===== src/rtl/unlock_pkg.sv =====
// Shared types and constants for the unlock arbiter: FSM state encoding,
// failure counter width and the default lockout duration.
package unlock_pkg;

  typedef enum logic [2:0] {
    ST_IDLE       = 3'd0,
    ST_GRANT      = 3'd1,
    ST_CMP        = 3'd2,
    ST_RESP       = 3'd3,
    ST_LOCKED_OUT = 3'd4
  } state_e;

  localparam int LOCKOUT_CYC_DEF = 1024;
  localparam int FAIL_CNT_W      = 4;

  // Failure counter increment that sticks at all-ones instead of wrapping.
  function automatic logic [FAIL_CNT_W-1:0] sat_inc(input logic [FAIL_CNT_W-1:0] v);
    return (v == '1) ? v : v + FAIL_CNT_W'(1);
  endfunction

endpackage


===== src/rtl/rr_arbiter.sv =====
// Round-robin arbiter: one-hot grant searched upward from a rotating pointer;
// the pointer moves past the winner when update is pulsed.
module rr_arbiter #(
  parameter  int N     = 4,
  localparam int IDX_W = $clog2(N)
) (
  input  logic             clk,
  input  logic             reset,
  input  logic [N-1:0]     req,
  input  logic             update,
  output logic [N-1:0]     grant,
  output logic [IDX_W-1:0] grant_idx,
  output logic             grant_vld
);

  logic [IDX_W-1:0] ptr_q, ptr_d;
  logic [IDX_W-1:0] pos;
  int               sum;

  always_comb begin
    grant     = '0;
    grant_idx = '0;
    grant_vld = 1'b0;
    sum       = 0;
    pos       = '0;
    for (int k = 0; k < N; k++) begin
      sum = int'(ptr_q) + k;
      if (sum >= N) sum = sum - N;
      pos = IDX_W'(sum);
      if (!grant_vld && req[pos]) begin
        grant[pos] = 1'b1;
        grant_idx  = pos;
        grant_vld  = 1'b1;
      end
    end
  end

  always_comb begin
    ptr_d = ptr_q;
    if (update && grant_vld) begin
      ptr_d = (grant_idx == IDX_W'(N - 1)) ? '0 : grant_idx + IDX_W'(1);
    end
  end

  always_ff @(posedge clk or posedge reset) begin
    if (reset) ptr_q <= '0;
    else       ptr_q <= ptr_d;
  end

endmodule


===== src/rtl/unlock_arbiter.sv =====
// Shares a lock register between N_REQ requesters: round-robin grant, fixed-time
// sliced key compare, unlock pulse on match, lockout after MAX_FAILS misses.
// Define UNLOCK_ARB_LOCKOUT_TIMEOUT_EN to make the lockout expire after LOCKOUT_CYC cycles.
// Handshake: req is held high until ack; ack is a one-cycle pulse with ok valid alongside it.
module unlock_arbiter
  import unlock_pkg::*;
#(
  parameter int               N_REQ       = 4,
  parameter int               KEY_W       = 64,
  parameter int               CMP_W       = 16,
  parameter logic [KEY_W-1:0] UNLOCK_KEY  = 64'hA5A5_0F0F_3C3C_9669,
  parameter int               MAX_FAILS   = 3,
  parameter int               LOCKOUT_CYC = LOCKOUT_CYC_DEF
) (
  input  logic                   clk,
  input  logic                   reset,
  input  logic [N_REQ-1:0]       req,
  input  logic [N_REQ*KEY_W-1:0] key_in,
  output logic [N_REQ-1:0]       ack,
  output logic                   ok,
  input  logic                   locked,
  output logic                   unlock_pulse,
  output logic                   lockout,
  output logic [FAIL_CNT_W-1:0]  fail_cnt,
  output logic [2:0]             state_dbg
);

  localparam int NSLC  = KEY_W / CMP_W;
  localparam int SLC_W = (NSLC > 1) ? $clog2(NSLC) : 1;
  localparam int IDX_W = $clog2(N_REQ);
  localparam logic [SLC_W-1:0]      SLC_LAST   = SLC_W'(NSLC - 1);
  localparam logic [FAIL_CNT_W-1:0] FAIL_LIMIT = FAIL_CNT_W'(MAX_FAILS);

  state_e                  state_q, state_d;
  logic [IDX_W-1:0]        gnt_idx_q, gnt_idx_d;
  logic [KEY_W-1:0]        key_q, key_d;
  logic [SLC_W-1:0]        slc_q, slc_d;
  logic                    flag_q, flag_d;
  logic [N_REQ-1:0]        ack_q, ack_d;
  logic                    ok_q, ok_d;
  logic                    pulse_q, pulse_d;
  logic                    lockout_q, lockout_d;
  logic [FAIL_CNT_W-1:0]   fail_q, fail_d;

  logic [N_REQ-1:0]        arb_grant;
  logic [IDX_W-1:0]        arb_idx;
  logic                    arb_vld;
  logic                    arb_update;
  logic [KEY_W-1:0]        key_sel;
  logic [CMP_W-1:0]        key_slice, secret_slice;
  logic                    slice_diff;

`ifdef UNLOCK_ARB_LOCKOUT_TIMEOUT_EN
  localparam int TO_W = $clog2(LOCKOUT_CYC + 1);
  localparam logic [TO_W-1:0] TO_LAST = TO_W'(LOCKOUT_CYC - 1);
  logic [TO_W-1:0] to_q, to_d;
`else
  logic unused_lockout_cyc;
  assign unused_lockout_cyc = ^LOCKOUT_CYC;
`endif

  rr_arbiter #(.N(N_REQ)) u_arb (
    .clk       (clk),
    .reset     (reset),
    .req       (req),
    .update    (arb_update),
    .grant     (arb_grant),
    .grant_idx (arb_idx),
    .grant_vld (arb_vld)
  );

  // AND-OR mux driven straight from the one-hot grant.
  always_comb begin
    key_sel = '0;
    for (int i = 0; i < N_REQ; i++) begin
      key_sel = key_sel | (KEY_W'(key_in >> (i * KEY_W)) & {KEY_W{arb_grant[i]}});
    end
  end

  // One slice per cycle, every slice always visited, so timing never depends on the key.
  assign key_slice    = CMP_W'(key_q >> (int'(slc_q) * CMP_W));
  assign secret_slice = CMP_W'(UNLOCK_KEY >> (int'(slc_q) * CMP_W));
  assign slice_diff   = |(key_slice ^ secret_slice);

  always_comb begin
    state_d    = state_q;
    gnt_idx_d  = gnt_idx_q;
    key_d      = key_q;
    slc_d      = slc_q;
    flag_d     = flag_q;
    fail_d     = fail_q;
    lockout_d  = lockout_q;
    ack_d      = '0;
    ok_d       = 1'b0;
    pulse_d    = 1'b0;
    arb_update = 1'b0;
`ifdef UNLOCK_ARB_LOCKOUT_TIMEOUT_EN
    to_d       = to_q;
`endif
    case (state_q)
      ST_IDLE: begin
        if (|req && !lockout_q) state_d = ST_GRANT;
      end
      ST_GRANT: begin
        if (arb_vld) begin
          arb_update = 1'b1;
          gnt_idx_d  = arb_idx;
          key_d      = key_sel;
          slc_d      = '0;
          flag_d     = 1'b0;
          state_d    = ST_CMP;
        end else begin
          state_d = ST_IDLE;
        end
      end
      ST_CMP: begin
        flag_d = flag_q | slice_diff;
        if (slc_q == SLC_LAST) begin
          state_d           = ST_RESP;
          ack_d[gnt_idx_q]  = 1'b1;
          ok_d              = ~flag_d;
          pulse_d           = ~flag_d & locked;
          fail_d            = flag_d ? sat_inc(fail_q) : '0;
        end else begin
          slc_d = slc_q + SLC_W'(1);
        end
      end
      ST_RESP: begin
        if (fail_q >= FAIL_LIMIT) begin
          state_d   = ST_LOCKED_OUT;
          lockout_d = 1'b1;
`ifdef UNLOCK_ARB_LOCKOUT_TIMEOUT_EN
          to_d      = '0;
`endif
        end else begin
          state_d = ST_IDLE;
        end
      end
      ST_LOCKED_OUT: begin
        // Every pending requester is refused at once; a held req sees one ack per two cycles.
        ack_d = req & ~ack_q;
`ifdef UNLOCK_ARB_LOCKOUT_TIMEOUT_EN
        if (to_q == TO_LAST) begin
          state_d   = ST_IDLE;
          lockout_d = 1'b0;
          fail_d    = '0;
        end else begin
          to_d = to_q + TO_W'(1);
        end
`endif
      end
      default: state_d = ST_IDLE;
    endcase
  end

  always_ff @(posedge clk or posedge reset) begin
    if (reset) begin
      state_q   <= ST_IDLE;
      gnt_idx_q <= '0;
      key_q     <= '0;
      slc_q     <= '0;
      flag_q    <= 1'b0;
      ack_q     <= '0;
      ok_q      <= 1'b0;
      pulse_q   <= 1'b0;
      lockout_q <= 1'b0;
      fail_q    <= '0;
    end else begin
      state_q   <= state_d;
      gnt_idx_q <= gnt_idx_d;
      key_q     <= key_d;
      slc_q     <= slc_d;
      flag_q    <= flag_d;
      ack_q     <= ack_d;
      ok_q      <= ok_d;
      pulse_q   <= pulse_d;
      lockout_q <= lockout_d;
      fail_q    <= fail_d;
    end
  end

`ifdef UNLOCK_ARB_LOCKOUT_TIMEOUT_EN
  always_ff @(posedge clk or posedge reset) begin
    if (reset) to_q <= '0;
    else       to_q <= to_d;
  end
`endif

  assign ack          = ack_q;
  assign ok           = ok_q;
  assign unlock_pulse = pulse_q;
  assign lockout      = lockout_q;
  assign fail_cnt     = fail_q;
  assign state_dbg    = state_q;

endmodule


===== config.mk =====
export PLATFORM = sky130hd
export DESIGN_NAME = unlock_arbiter
export DESIGN_NICKNAME = d
export VERILOG_FILES = /design/src/rtl/unlock_pkg.sv /design/src/rtl/rr_arbiter.sv /design/src/rtl/unlock_arbiter.sv
export SDC_FILE = /design/constraint.sdc
export NUM_CORES = 1
export LEC_CHECK = 0
export ABC_AREA = 1
export BUFFER_PORTS_ARGS = -buffer_cell sky130_fd_sc_hd__buf_2
export CAP_MARGIN = 40
export CORE_UTILIZATION = 44
export CTS_CLUSTER_SIZE = 20
export DETAILED_ROUTE_END_ITERATION = 10
export PLACE_DENSITY = 0.78
export SKIP_CTS_REPAIR_TIMING = 1
export SYNTH_ARGS = -nofsm -noshare
export SYNTH_HDL_FRONTEND = slang
export SYNTH_SLANG_ARGS = --single-unit

===== constraint.sdc =====
create_clock -name clk -period 2.7 [get_ports clk]
set_clock_uncertainty 0.2 [all_clocks]
set_input_delay 0.135 -clock clk [delete_from_list [all_inputs] [get_ports clk]]
set_output_delay 0.135 -clock clk [all_outputs]
set_load 0.01 [all_outputs]

[Yosys cells after proc, flatten, opt, wreduce, memory -nomap -nowiden]
Index checks and enable logic that the tools add are counted.
W data, S select, Z words.
Operators by class
  $add $sub $neg: 10
  $mul: 0
  divide/modulo/power cells: 0
  order comparisons: 15
  eq/ne operators: 12
  shift-type cells: 2
  mux-type cells: 55
  bitwise gates (word level): 17
  reductions and logical operators: 24
Operator list (number)
  $and A64 B64 Y64: 4
  $or A64 B64 Y64: 3
  $shr A64 B6 Y16: 1
  $shr A64 B6 Y16 const A: 1
  $mux W4: 7
  $mux W2: 12
  $mux W1: 20
  $reduce_or A16 Y1: 1
  $xor A16 B16 Y16: 1
  $lt A2 B3 Y1 const B: 5
  $pmux W3 S5: 1
  $or A4 B4 Y4: 3
  $demux W1 S2: 5
  $ge A2 B1 Y1 const B: 5
  $logic_and A1 B1 Y1: 10
  $ge A3 B3 Y1 const B: 3
  $mux W3: 3
  $reduce_and A3 Y1: 3
  $bmux W1 S2: 4
  $ne A2 B2 Y1 const B: 4
  $pmux W4 S2: 1
  $sub A2 B1 Y2 const B: 4
  $add A2 B2 Y3 const B: 2
  $eq A3 B2 Y1 const B: 2
  other kinds (22): 30
Word-level totals
  register bits after elaboration: 85
  bits in latches: 0
  memory bits (writable): 0
  ROM bits: 0
  input port bits: 263
  output and inout bits: 14
  logic and storage cells: 146
  memories: 0

[Longest topological paths before layout]
Gate-level depths: netlist (run 1).
  depth after elaboration: 18
  gate-level depth with buffers: 15
  gate-level depth less buffers: 13

[Hierarchy]
Synthesis (run 1) repeated with hierarchy kept, for this count alone.
Unflattened totals
  cells, all modules: 716
  area total of the unflattened synthesis: 5905.7 um^2
Modules (own cells, without submodules)
  unlock_arbiter: instances 1, cells an instance 627, area an instance 5283.8 um^2, seq. area each 2077.0 um^2
  rr_arbiter: instances 1, cells an instance 89, area an instance 621.8 um^2, seq. area each 50.0 um^2

[Worst setup path before layout (run 1)]
No wires, ideal clock.
  path kind: register to register
  start point: reg u_arb.ptr_q[0]
  end point: reg u_arb.ptr_q[1]
  library setup time: 134 ps
  arrival: 2189 ps
  data required time: 2366 ps
  path slack: 178 ps
  stages on the path, launching flop included: 13
  buffers on the path: 0
  period minus slack after synthesis: 2522 ps
  cells stage by stage: dfrtp_1 > inv_2 > ha_1 > inv_1 > nand3_1 > nand2_1 > nor2_2 > nor2_1 > xor2_1 > a31oi_1 > ha_1 > nand2_1 > o21ai_0
Between the ends
  elaborated cells on any way between the ends: 43
  those cells by class: 8 x add/sub; 4 x order compare; 1 x eq/ne; 23 x mux; 7 x reduce/logical
RTL lines
  start: declaration: RTL line rr_arbiter.sv:16  | logic [IDX_W-1:0] ptr_q, ptr_d;
  start signal: assignment: RTL line rr_arbiter.sv:47  | else ptr_q <= ptr_d;
  parallel branches: the longest is 13 deep, another holds $add A2 B1 Y3
  $mux W2 *: RTL line rr_arbiter.sv:30  | if (!grant_vld && req[pos]) begin
  via arb_idx[0]: RTL line unlock_arbiter.sv:46  | logic [IDX_W-1:0] arb_idx;
  $add A2 B1 Y2 or $eq A2 B2 Y1 (tied branches): RTL line rr_arbiter.sv:41  | ptr_d = (grant_idx == IDX_W'(N - 1)) ? '0 : grant_idx + IDX_W'(1);
  $mux W2 *: RTL line rr_arbiter.sv:41
Mark *: on every way through the listed nets, which the timed path passes. The select of a mux whose other input is x is not followed.
A chain may end at the register's enable or synchronous reset.

[Worst setup path after layout (run 1)]
  start point: reg u_arb.ptr_q[0]
  end point: reg key_q[11]
Between the ends
  word-level cells in the longest chain between the ends: 18
  elaborated cells on any way between the ends: 68
  those cells by class: 7 x add/sub; 12 x order compare; 28 x mux; 10 x bitwise; 11 x reduce/logical
RTL lines
  parallel branches: the longest is 18 deep, another holds $add A2 B1 Y3
  end signal: assignment: RTL line unlock_arbiter.sv:171  | key_q <= key_d;
  end: declaration: RTL line unlock_arbiter.sv:36  | logic [KEY_W-1:0] key_q, key_d;
Parallel ways; which one is timed is not known. The select of a mux whose other input is x is not followed.

==> results of run 1 <==
-- cell usage in the layout, fill, tap and decap left out, types with 3 or more instances in the layout --
| cell type | netlist | routed |
|---|---|---|
| nor2_2 | 3 | 3 |
| nand4_1 | 7 | 7 |
| ha_1 | 18 | 18 |
| o32ai_1 | 4 | 4 |
| dlygate4sd3_1 | 0 | 172 |
| nand3_2 | 5 | 5 |
| clkbuf_16 | 0 | 9 |
| buf_12 | 0 | 6 |
| o21ai_0 | 8 | 8 |
| xnor2_1 | 4 | 4 |
| nor2_1 | 210 | 210 |
| buf_4 | 19 | 15 |
| xor2_1 | 3 | 3 |
| inv_1 | 29 | 28 |
| or2_2 | 3 | 3 |
| nand2_1 | 423 | 423 |
| nor3_1 | 4 | 4 |
| dfrtp_1 | 85 | 85 |
| nand3_1 | 111 | 111 |
| buf_2 | 5 | 276 |
| nand2_2 | 10 | 10 |
-- power by group through the flow --
stage	clock, mW	combinational (mW)	sequential (mW)
after floorplan	0	5.27	2.21
after global placement	0	6.63	2.30
after detailed placement	0	6.74	2.31
after CTS	1.22	6.75	2.30
after global routing	1.27	8.14	2.37
final	1.20	7.30	2.30
-- sequential cells by signal, summed over array words and instances (netlist names) --
name          flops
flag_q            1
state_dbg         3
u_arb.ptr_q       2
key_q            64
slc_q             2
unlock_pulse      1
fail_cnt          4
lockout           1
ok                1
gnt_idx_q         2
ack               4
-- final cells by class --
cell class	count	share of cell area
antenna	1	0.000256
clock buffer	10	0.0244
clock inverter	6	0.00537
inverter	32	0.0127
multi-input combinational	831	0.375
sequential	85	0.217
tap	180	0.0230
timing repair buffer	470	0.342
-- cell families (layout without fill, tap and decap cells) --
group / count (synthesis) / in the layout / synth area share
xor gates and xnor gates: 7 / 7 / 0.00986
buffers and inverters: 79 / 518 / 0.0676
adders and majority gates: 18 / 18 / 0.0362
and+or+nand+nor: 782 / 782 / 0.516
DFF: 85 / 85 / 0.342
AOI/OAI and AO/OA: 24 / 24 / 0.0282
other: 0 / 1 / 0
-- per-stage QoR --
step / cells / TNS (ns)
2_1_floorplan: 995 / 0
3_3_place_gp: 1426 / 0
3_5_place_dp: 1426 / 0
4_1_cts: 1442 / 0
5_1_grt: 1615 / -0.489
6_report: 1615 / 0
-- critical path, cell delays in order (launching register included) --
cell and delay [ns]:
dfrtp_1 0.35, inv_2 0.09, ha_1 0.36, inv_1 0.10, nand3_1 0.09, nand2_1 0.09, nor2_2 0.31, a21oi_2 0.11
nand3_2 0.11, buf_12 0.26, nand2_1 0.15, nand3_1 0.15, nor2_1 0.06, nor2_1 0.08
-- worst min path at each step --
stage                from                endpoint  depth (start not counted)
3_5_place_dp        reset  unlock_pulse$_DFF_PP0_                          3
6_report       key_in[58]   key_q[58]$_DFFE_PP0P_                          5
3_3_place_gp        reset  unlock_pulse$_DFF_PP0_                          3
2_1_floorplan      locked  unlock_pulse$_DFF_PP0_                          2
4_1_cts             reset  unlock_pulse$_DFF_PP0_                          3
5_1_grt        key_in[95]   key_q[31]$_DFFE_PP0P_                          5
-- layer usage --
layer	vias up	routed length, um	global-route usage
li1	3980	-	-
met4	0	1460	0.0810
met2	589	11900	0.445
met1	3799	9450	0.344
met5	-	0	0
met3	171	1850	0.0254
==> flow_summary.ini, run 1 <==
[placement]
place_congestion = 0.995
dpl_cell_area_mm2 = 0.00777
place_worst_setup_slack_ns = 0.176
hpwl_mm = 14.2
portBuffers = 276

[detailed_routing]
drc = 0
drt_iter0_markers = 890
ant_nets = 0
route.detailed.wl_per_inst_um = 15.3
vias = 8539
avgViaCountPerCell = 5.29
routed_wl_mm = 24.7
drtPass1Iterations = 6

[clocking]
htreeDepth = 3
numCtsBuffers = 9
cts_tree = yes
cts-root-buf = clkbuf_16
clk_path_buf_depth = 2
clk_latency_ns = 0.33
clkSinkCount = 85
clk_pin_slew_worst_paths_ns = 0.07

[worst_hold_path]
hold_path.class = input pin to flip-flop

[synthesis]
postSynthCellCount = 995
synth.ff_latch_count = 85
synthesis.nets = 1276
seq_area_frac_synth = 0.342
synth_cell_types = 37
ys.flop_type = dfrtp_1
yosys-top-cells-area = dfrtp_1, nand2_1, nor2_1
ys_top_cells_by_count = nand2_1, nor2_1, nand3_1
async_reset_ff_frac = 1.00
synth.avg_cell_area_um2 = 6.25
yosysWarnings = 0
synth_top_area_share = 0.342
synth_edf_count = 0
synth_area_mm2 = 0.00622
synth_area_leader_cell = dfrtp_1
yosysMostFrequentCell = nand2_1

[floorplan]
die_area_mm2 = 0.0146
placement_rows = 43
ioPinCount = 277
die_x_um = 121
coreArea_mm2 = 0.0138
die_y_um = 121
start_util = 0.450

[cells_and_area]
multi_input_area_mm2 = 0.00367
final_nets = 1710
final_area_mm2 = 0.00979
final_util = 0.708
seqCellArea_mm2 = 0.00213
n_fill_cell = 1002
area_growth_pct = 57.4
layout-drive-gt1-share = 0.241

[timing]
fin_ws_ns = 0.0619
post-route-period-util = 0.977
finalHoldViolations = 33
rsz0062_at_grt = yes
finalMaxSlewViolations = 0
layout_min_cycle_time_ns = 2.64
whs_ns = -0.0656
max_freq_mhz = 379
tightest_slew_ns = 0.576
setup_violations = 0
maxSlewHeadroom = 0.616

[power_and_ir_drop]
p_int_mw = 5.20
ir_worst_vdd_mv = 0.652
p_leak_nw = 5.01
seqPwrFrac = 0.213
clockPowerShare = 0.111
p_sw_frac = 0.518
p_sw_mw = 5.60
power_density_mw_per_mm2 = 1100
finalPower_mw = 10.8
combPwrFrac = 0.676

[global_routing]
globalRouteTotalUtil = 0.259
antenna_found_initial = 1
grt_max_degree = 65
grt_pass1_vias = 6522
grt_overflow = 0
grt_pass1_wl_mm = 30.4

[worst_setup_path]
critPathLaunchType = flip-flop
crit_type = flip-flop to flip-flop
ff2ff_path_depth = 13
critPathCaptureType = flip-flop
rrSetupSlack_ns = 0.06
crit_end = key_q[11]$_DFFE_PP0P_
worstPathArrival_ns = 2.70
r2r_end = key_q[11]$_DFFE_PP0P_
worst-path-max-fanout = 64
r2r_start = u_arb.ptr_q[0]$_DFFE_PP0P_
required_ns = 2.77
crit_start = u_arb.ptr_q[0]$_DFFE_PP0P_

[status]
violations = hold timing
outcome = finished with violations

[flow_run]
drv_cap = 0
Power figures use the tool's default switching activity.
==> run 2: changes to the inputs <==
Settings changed: CORE_UTILIZATION 44 to 43, SYNTH_HIERARCHICAL set to 1.
==> flow_summary.ini, run 2 <==
[worst_setup_path]
ff2ff_path_depth = 13
crit_buf_inv = 4
worst-path-max-fanout = 9
worstPathArrival_ns = 2.70
crit_type = flip-flop to flip-flop
required_ns = 2.72
worst_path_max_delay_cell = dfrtp_2
critPathLaunchType = flip-flop
critPathMaxStageDelay_ns = 0.43
crit_chain = inv_4, ha_4, inv_2, nand3_2, nand2_4, nor2_4, a22oi_2, o221ai_4, buf_12, buf_4, a22o_1, a221oi_1, o21ai_1
critPathCaptureType = flip-flop
crit_family = compound AO/OA/AOI/OAI gates
crit_cells = 13

[synthesis]
synth_edf_count = 0
seq_area_frac_synth = 0.360
synth.ff_latch_count = 85
synth_top_area_share = 0.360
yosys-top-cells-area = dfrtp_1, nand2_1, a221oi_1
synth.avg_cell_area_um2 = 8.25
async_reset_ff_frac = 1.00
ys_top_cells_by_count = nand2_1, dfrtp_1, o21ai_0
synth_cell_types = 41
synthesis.nets = 994
yosysMostFrequentCell = nand2_1
synth_area_mm2 = 0.00591
yosysWarnings = 6
ys.flop_type = dfrtp_1
postSynthCellCount = 716
synth_area_leader_cell = dfrtp_1

[detailed_routing]
routedLengthMet1_mm = 9.43
routed_wl_mm = 24.1
dr_wl_met3_mm = 1.81
highest_layer = met4
drt_iter0_markers = 567
avgViaCountPerCell = 5.64
drc = 0
met2WireLength_mm = 12.0
drtPass1Iterations = 5
route.detailed.wl_per_inst_um = 18.3
ant_nets = 0
vias = 7419

[timing]
finalHoldViolations = 12
max_freq_mhz = 373
finalMaxSlewViolations = 0
maxSlewHeadroom = 0.593
layout_min_cycle_time_ns = 2.68
post-route-period-util = 0.992
setup_violations = 0
whs_ns = -0.0469
rsz0062_at_grt = yes
fin_ws_ns = 0.0224
tightest_slew_ns = 0.610

[power_and_ir_drop]
ir_worst_vdd_mv = 0.790
power_density_mw_per_mm2 = 1290
p_leak_nw = 4.79

[status]
violations = hold timing
outcome = finished with violations

[cells_and_area]
area_growth_pct = 64.1
top_register = key_q
mostFrequentLayoutCells = buf_2, nand2_1, dlygate4sd3_1
final_area_mm2 = 0.00969
multi_input_area_mm2 = 0.00362
final_nets = 1410
final_cells = 1315
seqCellArea_mm2 = 0.00213
n_fill_cell = 931
largest_register_ff_count = 64
final_common_cell = buf_2
layout-drive-gt1-share = 0.395

[placement]
place_worst_setup_slack_ns = -0.180
dpl.cell_count = 1157
portBuffers = 276
hpwl_mm = 14.8
dpl_cell_area_mm2 = 0.00769
place_congestion = 0.869

[global_routing]
grt_pass1_wl_mm = 30.3
grt_max_degree = 69
grt_overflow = 0
globalRouteTotalUtil = 0.272
grt_pass1_vias = 6287
antenna_found_initial = 2

[clocking]
clk_pin_slew_worst_paths_ns = 0.06
htreeDepth = 3
cts-root-buf = clkbuf_16
clk_path_buf_depth = 2
clkSinkCount = 85
clk_latency_ns = 0.35
cts_tree = yes
numCtsBuffers = 9

[worst_hold_path]
hold_path.class = input pin to flip-flop
worstHoldPathCells = 3
hold_start = key_in[145]

[floorplan]
placement_rows = 42
ioPinCount = 277
start_util = 0.444
die_x_um = 119
die_area_mm2 = 0.0142
die_y_um = 119
coreArea_mm2 = 0.0133

[flow_run]
drv_cap = 0
==> run 2: changes by cell type after synthesis, sizes merged, moves of 4 or more <==
cell	change
a22o	+64
a221oi	+64
nor2	-187
clkbuf	+24
a22oi	+4
nand3	-56
xnor2	-4
inv	+20
o32ai	-4
buf	-21
nand2	-243
o21ai	+63
==> run 2: path summary, 6_finish.rpt <==
| path | end | slack, ns |
|---|---|---|
| max | key_q[19]$_DFFE_PP0P_ | 0.02 |
| min | key_q[17]$_DFFE_PP0P_ | -0.05 |
| max reg2reg | key_q[19]$_DFFE_PP0P_ | 0.02 |
| min reg2reg | ack[3]$_DFF_PP0_ | 0.26 |
| max in group asynchronous | key_q[44]$_DFFE_PP0P_ | 1.41 |
| min in group asynchronous | u_arb/ptr_q[1]$_DFFE_PP0P_ | 0.01 |
==> run 2: final cells by class <==
| class | instances | area share |
|---|---|---|
| timing repair buffer | 455 | 0.334 |
| multi-input combinational | 528 | 0.374 |
| sequential | 85 | 0.220 |
| antenna | 2 | 0.000517 |
| tap | 176 | 0.0227 |
| inverter | 53 | 0.0220 |
| clock inverter | 3 | 0.00220 |
| clock buffer | 13 | 0.0258 |
==> run 2: metal layers <==
metal,track usage,up-vias
met5,0,-
met1,0.354,3457
met3,0.0383,76
met2,0.460,471
met4,0.0934,0
li1,-,3415
==> run 2: metrics by stage <==
step	setup TNS, ns	power (mW)	util
after floorplan	0	7.37	-
after global placement	-0.760	9.59	0.578
after detailed placement	-2.27	9.74	0.578
after CTS	-3.34	10.9	0.599
after global routing	-0.745	13.3	0.729
final	0	12.5	0.729
==> run 2: worst register-to-register path, delay by kind of cell, from the launching register on <==
| kind | cells | cell delay [ns] |
|---|---|---|
| fa+ha+maj | 1 | 0.21 |
| flops | 1 | 0.43 |
| simple gates | 3 | 0.29 |
| buf+inv | 4 | 0.51 |
| compound gates | 5 | 0.91 |
==> run 2: logic make-up (layout without fill, tap and decap cells) <==
| family | Yosys count | after routing | share of synthesized area |
|---|---|---|---|
| and+or+nand+nor | 293 | 293 | 0.251 |
| other | 0 | 2 | 0 |
| xor gates and xnor gates | 2 | 2 | 0.00297 |
| AOI/OAI and AO/OA | 218 | 218 | 0.273 |
| buffers and inverters | 103 | 524 | 0.0811 |
| DFF | 85 | 85 | 0.360 |
| adders and majority gates | 15 | 15 | 0.0318 |
==> run 2: report_power, final <==
| group | internal, mW | total (mW) | switching (mW) |
|---|---|---|---|
| registers | 1.82 | 2.23 | 0.412 |
| logic | 4.06 | 9.07 | 5.01 |
| clock network | 0.650 | 1.16 | 0.513 |
==> run 3: changes to the inputs <==
Settings changed: CELL_PAD_IN_SITES_DETAIL_PLACEMENT set to 1, CELL_PAD_IN_SITES_GLOBAL_PLACEMENT set to 1, CORE_UTILIZATION 43 to 30, MAX_ROUTING_LAYER set to met4, PLACE_DENSITY 0.78 to not set, PLACE_DENSITY_LB_ADDON set to 0.1.
==> flow_summary.ini, run 3 (same netlist as run 2, synthesis figures left out) <==
[timing]
finalMaxSlewViolations = 0
rsz0062_at_grt = yes
tns_ns = -0.0776
maxSlewHeadroom = 0.508
finalHoldViolations = 13
setup_violations = 2
fin_ws_ns = -0.0644
max_freq_mhz = 362
whs_ns = -0.0870
layout_min_cycle_time_ns = 2.76
post-route-period-util = 1.02
tightest_slew_ns = 0.737

[cells_and_area]
layout-drive-gt1-share = 0.415
n_antenna_cell = 0
largest_register_ff_count = 64
final_nets = 1428
final_area_mm2 = 0.0103
final_util = 0.539
final_cells = 1414
final_common_cell = buf_2
n_fill_cell = 2274
seqCellArea_mm2 = 0.00213
area_growth_pct = 73.6
mostFrequentLayoutCells = buf_2, nand2_1, dlygate4sd3_1
multi_input_area_mm2 = 0.00373
top_register = key_q

[placement]
dpl.cell_count = 1241
portBuffers = 276
hpwl_mm = 17.1
dpl_cell_area_mm2 = 0.00783
place_congestion = 0.817

[clocking]
cts-root-buf = clkbuf_16
cts_tree = yes
clkSinkCount = 85
htreeDepth = 3
clk_pin_slew_worst_paths_ns = 0.06
numCtsBuffers = 9
clk_latency_ns = 0.35
clk_path_buf_depth = 2

[worst_setup_path]
critPathMaxStageDelay_ns = 0.43
crit_type = flip-flop to flip-flop
critPathCaptureType = flip-flop
worst-path-max-fanout = 13
required_ns = 2.72
worstPathArrival_ns = 2.78
worst_path_max_delay_cell = dfrtp_2
critPathLaunchType = flip-flop
crit_buf_inv = 6
crit_chain = inv_4, ha_4, inv_2, nand3_2, nand2_4, nor2_4, buf_4, a22oi_2, o211ai_1, buf_4, buf_12, buf_12, a221oi_1, o21ai_1
crit_family = buffers and inverters

[power_and_ir_drop]
p_leak_nw = 4.95
ir_worst_vdd_mv = 0.934
power_density_mw_per_mm2 = 1360

[global_routing]
grt_overflow = 0
grt_max_degree = 68
antenna_found_initial = 0
globalRouteTotalUtil = 0.223
grt_pass1_vias = 6544
grt_pass1_wl_mm = 34.0

[floorplan]
die_x_um = 142
coreArea_mm2 = 0.0190
ioPinCount = 277
die_area_mm2 = 0.0203
placement_rows = 50
die_y_um = 142
start_util = 0.311

[worst_hold_path]
hold_path.class = input pin to flip-flop

[detailed_routing]
ant_nets = 0
drtPass1Iterations = 4
routed_wl_mm = 28.0
vias = 7304
drt_iter0_markers = 259
avgViaCountPerCell = 5.17
drc = 0
route.detailed.wl_per_inst_um = 19.8

[status]
violations = hold timing, setup timing
outcome = finished with violations

[flow_run]
drv_cap = 0
[run 3: metal layers]
| metal | GRT usage | routed length (um) |
|---|---|---|
| met5 | - | 0 |
| met4 | 0.0504 | 607 |
| met3 | 0.0347 | 1500 |
| met2 | 0.351 | 13800 |
| met1 | 0.301 | 12100 |
[run 3: per-stage QoR]
step / power (mW) / worst slack (ns)
after global placement: 9.91 / -0.169
after global routing: 14.9 / -0.151
final: 14.0 / -0.0644
after detailed placement: 10.0 / -0.230
after floorplan: 7.37 / 0.0184
after CTS: 11.2 / -0.245
[run 3: path summary, 6_finish.rpt]
path                                   from                         end  slack (ns)  depth (start not counted)
hold reg to reg            ack[0]$_DFF_PP0_            ack[0]$_DFF_PP0_        0.26                          1
setup / recovery                  flip-flop       key_q[46]$_DFFE_PP0P_       -0.06                         14
hold / removal                  key_in[137]        key_q[9]$_DFFE_PP0P_       -0.09                          3
max in group asynchronous             reset       key_q[46]$_DFFE_PP0P_        1.37                          4
min in group asynchronous             reset  u_arb/ptr_q[1]$_DFFE_PP0P_        0.04                          3
setup reg to reg                  flip-flop       key_q[46]$_DFFE_PP0P_       -0.06                         14
[run 3: tightest hold or removal path, cell delays in order]
cell and delay, ns:
buf_2 0.09, a221oi_1 0.07, o21ai_0 0.13
[run 3: cell type report]
| cell class | count | area share |
|---|---|---|
| inverters | 53 | 0.0207 |
| multi-input cells | 528 | 0.364 |
| repair buffers | 473 | 0.350 |
| clock inverters | 4 | 0.00244 |
| clock buffers | 11 | 0.0237 |
| flip-flops and latches | 85 | 0.208 |
| well taps | 260 | 0.0317 |
[run 3: power breakdown]
| part | internal (mW) | switching, mW | leakage (nW) |
|---|---|---|---|
| Combinational | 4.91 | 5.64 | 3.73 |
| Sequential | 1.82 | 0.423 | 1.09 |
| Clock | 0.641 | 0.524 | 0.127 |
